### config.mk
export PLATFORM = sky130hd
export DESIGN_NAME = plb_bram_port_initiator
export DESIGN_NICKNAME = d
export VERILOG_FILES = /design/src/rtl/plb_bram_pkg.sv /design/src/rtl/plb_bram_rsp_fifo.sv /design/src/rtl/plb_bram_port_initiator.sv
export SDC_FILE = /design/constraint.sdc
export NUM_CORES = 1
export LEC_CHECK = 0
export CAP_MARGIN = 20
export CORE_MARGIN = 2
export CORE_UTILIZATION = 30
export CTS_CLUSTER_DIAMETER = 60
export CTS_CLUSTER_SIZE = 30
export DETAILED_ROUTE_END_ITERATION = 16
export RECOVER_POWER = 25
export SKIP_LAST_GASP = 1
export SLEW_MARGIN = 10
export SYNTH_ARGS = -nofsm -noshare
export SYNTH_HDL_FRONTEND = slang
export SYNTH_SLANG_ARGS = --single-unit
### constraint.sdc
create_clock -name BRAM_Clk -period 2.74 [get_ports BRAM_Clk]
set_input_delay 0.274 -clock BRAM_Clk [delete_from_list [all_inputs] [get_ports BRAM_Clk]]
set_output_delay 0.274 -clock BRAM_Clk [all_outputs]
set_load 0.05 [all_outputs]
### src/rtl/plb_bram_pkg.sv
// Shared widths, types and address-alignment constant for the BRAM port initiator.
// Pure declarations: no latency, no flow control.
package plb_bram_pkg;

  localparam int C_PORT_DWIDTH = 64;
  localparam int C_NUM_WE      = C_PORT_DWIDTH / 8;
  localparam int C_PORT_AWIDTH = 32;

  // Clears the byte-within-doubleword bits, bits [29:31] in MSB-first numbering
  localparam logic [0:C_PORT_AWIDTH-1] ADDR_ALIGN_MASK = 32'hFFFF_FFF8;

  typedef logic [0:C_PORT_DWIDTH-1] data_t;
  typedef logic [0:C_NUM_WE-1]      be_t;
  typedef logic [0:C_PORT_AWIDTH-1] addr_t;

endpackage

### src/rtl/plb_bram_rsp_fifo.sv
// Read-response FIFO; push visible on pop_data the cycle after the write, head held in flops.
// No internal backpressure: the caller's credit scheme guarantees push never meets full.
module plb_bram_rsp_fifo #(
  parameter int DEPTH = 4,
  parameter int WIDTH = 64
) (
  input  logic                     clk,
  input  logic                     rst_n,
  input  logic                     push,
  input  logic [WIDTH-1:0]         push_data,
  input  logic                     pop,
  output logic [WIDTH-1:0]         pop_data,
  output logic                     full,
  output logic                     empty,
  output logic [$clog2(DEPTH):0]   count
);

  localparam int AW = $clog2(DEPTH);
  localparam logic [AW:0] DEPTH_CNT = (AW + 1)'(DEPTH);

  logic [WIDTH-1:0] mem [DEPTH];
  logic [AW-1:0]    wr_ptr;
  logic [AW-1:0]    rd_ptr;
  logic             do_push;
  logic             do_pop;

  assign do_push = push && !full;
  assign do_pop  = pop && !empty;

  always_ff @(posedge clk or negedge rst_n) begin
    if (!rst_n) begin
      wr_ptr <= '0;
      rd_ptr <= '0;
      count  <= '0;
      for (int i = 0; i < DEPTH; i++) mem[i] <= '0;
    end else begin
      if (do_push) begin
        mem[wr_ptr] <= push_data;
        wr_ptr      <= wr_ptr + 1'b1;
      end
      if (do_pop) rd_ptr <= rd_ptr + 1'b1;
      case ({do_push, do_pop})
        2'b10:   count <= count + 1'b1;
        2'b01:   count <= count - 1'b1;
        default: count <= count;
      endcase
    end
  end

  assign pop_data = mem[rd_ptr];
  assign full     = (count == DEPTH_CNT);
  assign empty    = (count == '0);

endmodule

### src/rtl/plb_bram_port_initiator.sv
// Master driver for one 64-bit BRAM port: request accept -> BRAM cycle next clock, read data returned after latency+2.
// Req_Ready is credit based, so accepted reads always have FIFO space; Rsp_Ready stalls hold the response head.
module plb_bram_port_initiator #(
  parameter int C_MEMSIZE      = 'h4000,
  parameter int C_PORT_DWIDTH  = 64,
  parameter int C_PORT_AWIDTH  = 32,
  parameter int C_NUM_WE       = 8,
  parameter int C_READ_LATENCY = 1,
  parameter int C_RSP_DEPTH    = 4
) (
  input  logic                     BRAM_Clk,
  input  logic                     BRAM_Rst_n,
  input  logic                     Req_Valid,
  output logic                     Req_Ready,
  input  logic                     Req_Write,
  input  logic [0:C_PORT_AWIDTH-1] Req_Addr,
  input  logic [0:C_PORT_DWIDTH-1] Req_Data,
  input  logic [0:C_NUM_WE-1]      Req_BE,
  output logic                     Rsp_Valid,
  input  logic                     Rsp_Ready,
  output logic [0:C_PORT_DWIDTH-1] Rsp_Data,
  output logic                     BRAM_Clk_O,
  output logic                     BRAM_Rst,
  output logic                     BRAM_EN,
  output logic [0:C_NUM_WE-1]      BRAM_WEN,
  output logic [0:C_PORT_AWIDTH-1] BRAM_Addr,
  output logic [0:C_PORT_DWIDTH-1] BRAM_Dout,
  input  logic [0:C_PORT_DWIDTH-1] BRAM_Din
);

  import plb_bram_pkg::*;

  localparam int          CW        = $clog2(C_RSP_DEPTH) + 1;
  localparam logic [CW-1:0] CRED_MAX = CW'(C_RSP_DEPTH);
  localparam addr_t       ADDR_MASK = addr_t'(C_MEMSIZE - 1) & ADDR_ALIGN_MASK;

  logic                      req_rdy_q;
  logic                      acc;
  logic                      rd_acc;
  logic                      pop;
  logic                      push;
  logic [CW-1:0]             credits;
  logic [CW-1:0]             credits_next;
  logic                      rd_issue;
  logic [C_READ_LATENCY-1:0] rd_pipe;
  logic                      fifo_full;
  logic                      fifo_empty;
  logic [CW-1:0]             fifo_count;
  addr_t                     addr_masked;
  be_t                       wen_next;

  assign BRAM_Clk_O  = BRAM_Clk;
  assign BRAM_Rst    = ~BRAM_Rst_n;
  assign Req_Ready   = req_rdy_q;
  assign Rsp_Valid   = ~fifo_empty;

  assign acc         = Req_Valid && req_rdy_q;
  assign rd_acc      = acc && !Req_Write;
  assign pop         = Rsp_Valid && Rsp_Ready;
  assign addr_masked = Req_Addr & ADDR_MASK;
  assign wen_next    = (acc && Req_Write) ? Req_BE : '0;

  // One credit per FIFO slot; an in-flight read holds its credit until popped
  always_comb begin
    credits_next = credits;
    if (rd_acc && !pop)      credits_next = credits - CW'(1);
    else if (!rd_acc && pop) credits_next = credits + CW'(1);
  end

  always_ff @(posedge BRAM_Clk or negedge BRAM_Rst_n) begin
    if (!BRAM_Rst_n) begin
      credits   <= CRED_MAX;
      req_rdy_q <= 1'b0;
      BRAM_EN   <= 1'b0;
      BRAM_WEN  <= '0;
      BRAM_Addr <= '0;
      BRAM_Dout <= '0;
      rd_issue  <= 1'b0;
    end else begin
      credits   <= credits_next;
      req_rdy_q <= (credits_next != '0);
      BRAM_EN   <= acc;
      BRAM_WEN  <= wen_next;
      rd_issue  <= rd_acc;
      if (acc)              BRAM_Addr <= addr_masked;
      if (acc && Req_Write) BRAM_Dout <= Req_Data;
    end
  end

  // rd_pipe[k] marks a read whose EN cycle was k+1 clocks ago; the last stage samples BRAM_Din
  always_ff @(posedge BRAM_Clk or negedge BRAM_Rst_n) begin
    if (!BRAM_Rst_n) begin
      rd_pipe <= '0;
    end else begin
      rd_pipe[0] <= rd_issue;
      for (int i = 1; i < C_READ_LATENCY; i++) rd_pipe[i] <= rd_pipe[i-1];
    end
  end

  assign push = rd_pipe[C_READ_LATENCY-1];

  plb_bram_rsp_fifo #(
    .DEPTH (C_RSP_DEPTH),
    .WIDTH (C_PORT_DWIDTH)
  ) u_rsp_fifo (
    .clk       (BRAM_Clk),
    .rst_n     (BRAM_Rst_n),
    .push      (push),
    .push_data (BRAM_Din),
    .pop       (pop),
    .pop_data  (Rsp_Data),
    .full      (fifo_full),
    .empty     (fifo_empty),
    .count     (fifo_count)
  );

  a_no_overflow: assert property (@(posedge BRAM_Clk) disable iff (!BRAM_Rst_n)
    !(push && fifo_full));
  a_credit_bound: assert property (@(posedge BRAM_Clk) disable iff (!BRAM_Rst_n)
    ({1'b0, credits} + {1'b0, fifo_count}) <= {1'b0, CRED_MAX});

endmodule

==> run summary <==
CP Max Fanout -> 21
IO buf count -> 303
Post-placement cell count -> 1830
Power, Total -> 27.6 mW
Crit Path Class -> reg2out
Die footprint -> 52000 µm²
Sequential area share after synthesis -> 58.7%
Reg2reg start -> u_rsp_fifo.count[2]
Max_slew headroom -> -24.7%
Diode count -> 0
Synthesized flop and latch total -> 353
I/O pin total -> 346
Remaining antenna violation count -> 0
Hold Crit Class -> in2async
Compound-gate portion of the synthesized area -> 0.507%
Placement row count -> 82
DIE WIDTH -> 228 µm
Failing checks -> max-capacitance violations, max-slew violations
CTS tree -> done
Via count -> 8683
Final setup viols -> 0
Reg2Reg Setup Slack -> 430 ps
First-pass GRT wire length -> 57200 µm
Crit path capture type -> primary output
Vias in the first global route -> 9774
Syn_area_per_cell -> 16.9 µm²
Final hold slack -> 70.3 ps
Max-slew violations -> 135
Fin nets -> 1384
Dpl hpwl -> 22800 µm
Setup TNS -> 0 ps
Reg-to-reg critical path endpoint -> u_rsp_fifo.count[2]
Req. time, crit path -> 2470 ps
FMAX -> 0.378 GHz
Clk slew on worst S/H paths -> 70 ps
Routability cong. -> 0.749
Post-Synth Adder-Cell Area -> 0.782%
VDD IR max -> 0.000617 V
Overflow left after global routing -> 0
R2r worst-path depth -> 8
1st-iter DRT viols -> 341
Largest net degree at the start of global routing -> 149
Post-Synth XOR/XNOR Area -> 0.524%
Final Skew -> 16.6 ps
Arr. time, crit path -> 2370 ps
Post-synthesis mux area share -> 34.4%
DP Worst Slack -> 359 ps
Critical Path Source Type -> flop
P per Cell Area -> 1380 nW/µm²
Pleak -> 8.29 nW
Hold Vio Cnt, Final -> 0
Initial core utilization -> 30.2%
Status -> finished with violations
Main combinational cell family by area after synthesis -> multiplexers
Final min period -> 2650 ps
Period utilization -> 96.6%
Area after DPL -> 18600 µm²
All-Layer GR Usage -> 14.1%
Final worst-path setup slack -> 92.2 ps
WL/cell -> 18.8 µm
Area grow syn2layout -> 32.4%
Yosys cell types -> 34
Layout cells sized above 1 -> 45.0%
Total wire length -> 35700 µm
RSZ-0062 raised after global routing -> true
Final non-filler cell area -> 19900 µm²
Fin util -> 40.0%
Ys Warns -> 0
DRC -> 0
Die H -> 228 µm
Simple-Gate Fraction of Synth Area -> 1.16%
Core Box Area -> 49900 µm²
Initial antenna violation count -> 2
Mapped Area -> 15000 µm²
Slew @ Worst Pin -> 1870 ps
Drt pass-1 iters -> 4
Fin cells -> 1903
Via density -> 4.56
Post-Syn Instances -> 889
Max-cap viol count -> 1
Worst-Skew Late Latency -> 660 ps
## worst max-delay path, cell delays in order (launching register included)
cell and delay, ps:
dfrtp_4 550, bufbuf_16 410, mux4_2 530, buf_4 210
## cell usage in the layout (no fill, tap or decap), drive strengths merged, types with 2 or more instances in the layout
cell type      count
dfrtp            352
mux2             331
clkdlybuf4s50    238
mux4              64
clkbuf            64
buf               58
inv               24
conb              21
nand2              9
and2               8
ha                 7
xnor2              6
nand3              6
clkinvlp           5
clkinv             5
clkdlybuf4s15      4
xor2               3
a21oi              2
o21ai              2
nor3b              2
nor2               2
bufinv             2
dlygate4sd2        2
## synth_stat cells, drive strengths merged
library cell | n | area, µm²
dfrtp | 352 | 8810
mux2 | 331 | 3730
mux4 | 64 | 1440
buf | 60 | 500
inv | 13 | 48.8
clkbuf | 9 | 33.8
nand2 | 9 | 43.8
and2 | 8 | 50.1
ha | 7 | 87.6
nand3 | 6 | 30.0
xnor2 | 6 | 52.6
xor2 | 3 | 26.3
a21oi | 2 | 10.0
nor2 | 2 | 7.51
nor3b | 2 | 15.0
o21ai | 2 | 10.0
a31oi | 1 | 21.3
and3 | 1 | 6.26
conb | 1 | 3.75
dfstp | 1 | 26.3
fa | 1 | 20.0
maj3 | 1 | 10.0
mux2i | 1 | 10.0
nand3b | 1 | 7.51
nand4 | 1 | 6.26
o21bai | 1 | 7.51
o22ai | 1 | 6.26
o31ai | 1 | 21.3
or3 | 1 | 7.51
## routing by layer
metal	vias up	share of wire, %	GRT usage [%]
met5	-	0.073	0
met4	4	2.2	4.74
met3	54	7.9	5.03
met2	265	46	22.4
met1	4505	44	18.1
li1	3855	-	-
## layout make-up
cell class                 count  area [µm²]
fill                        4663       29900
multi-input combinational    474        5710
inverter                      13        48.8
clock buffer                  47        1070
timing repair buffer         321        3150
clock inverter                23         264
sequential                   353        8840
tap                          672         841
## where the power goes
| part | internal [mW] | leakage [nW] | switching [mW] |
|---|---|---|---|
| Sequential | 7.60 | 4.13 | 1.27 |
| Clock | 3.09 | 0.640 | 2.40 |
| Combinational | 5.59 | 3.52 | 7.64 |
| Total | 16.3 | 8.29 | 11.3 |
## cells by family (layout without fill, tap and decap cells)
| kind of cell | Yosys count | after routing |
|---|---|---|
| compound gates | 8 | 8 |
| other cells | 1 | 21 |
| simple gates | 31 | 31 |
| xor+xnor | 9 | 9 |
| mux | 396 | 396 |
| buf+inv | 82 | 404 |
| fa+ha+maj | 9 | 9 |
| flops | 353 | 353 |
## how the worst max path moves through the flow
stage	start	cells after the start	slack, ps	end
2_1_floorplan	Req_Ready	4	810	BRAM_Dout[10]
3_3_place_gp	u_rsp_fifo.rd_ptr[0]	3	390	Rsp_Data[36]
3_5_place_dp	u_rsp_fifo.rd_ptr[0]	3	360	Rsp_Data[39]
4_1_cts	u_rsp_fifo.rd_ptr[0]	3	-50	Rsp_Data[39]
5_1_grt	u_rsp_fifo.rd_ptr[0]	3	-20	Rsp_Data[6]
6_report	u_rsp_fifo.rd_ptr[0]	3	90	Rsp_Data[6]
## state kept, by name, indices dropped and copies added (netlist names)
signal / flops
BRAM_Addr: 11
BRAM_Dout: 64
BRAM_EN: 1
BRAM_WEN: 8
Req_Ready: 1
credits: 3
push: 1
rd_issue: 1
u_rsp_fifo.count: 3
u_rsp_fifo.mem: 256
u_rsp_fifo.rd_ptr: 2
u_rsp_fifo.wr_ptr: 2
## what timing repair did
| action | in CTS | in global routing |
|---|---|---|
| hold buffers | 1 | 0 |
| gates resized for setup | 31 | 32 |
| cloned | 1 | 0 |
| setup endpoints to repair | 64 | 33 |
| endpoints found under the hold margin | 118 | 0 |
| setup buffers | 2 | 0 |
Power figures use the tool's default switching activity.
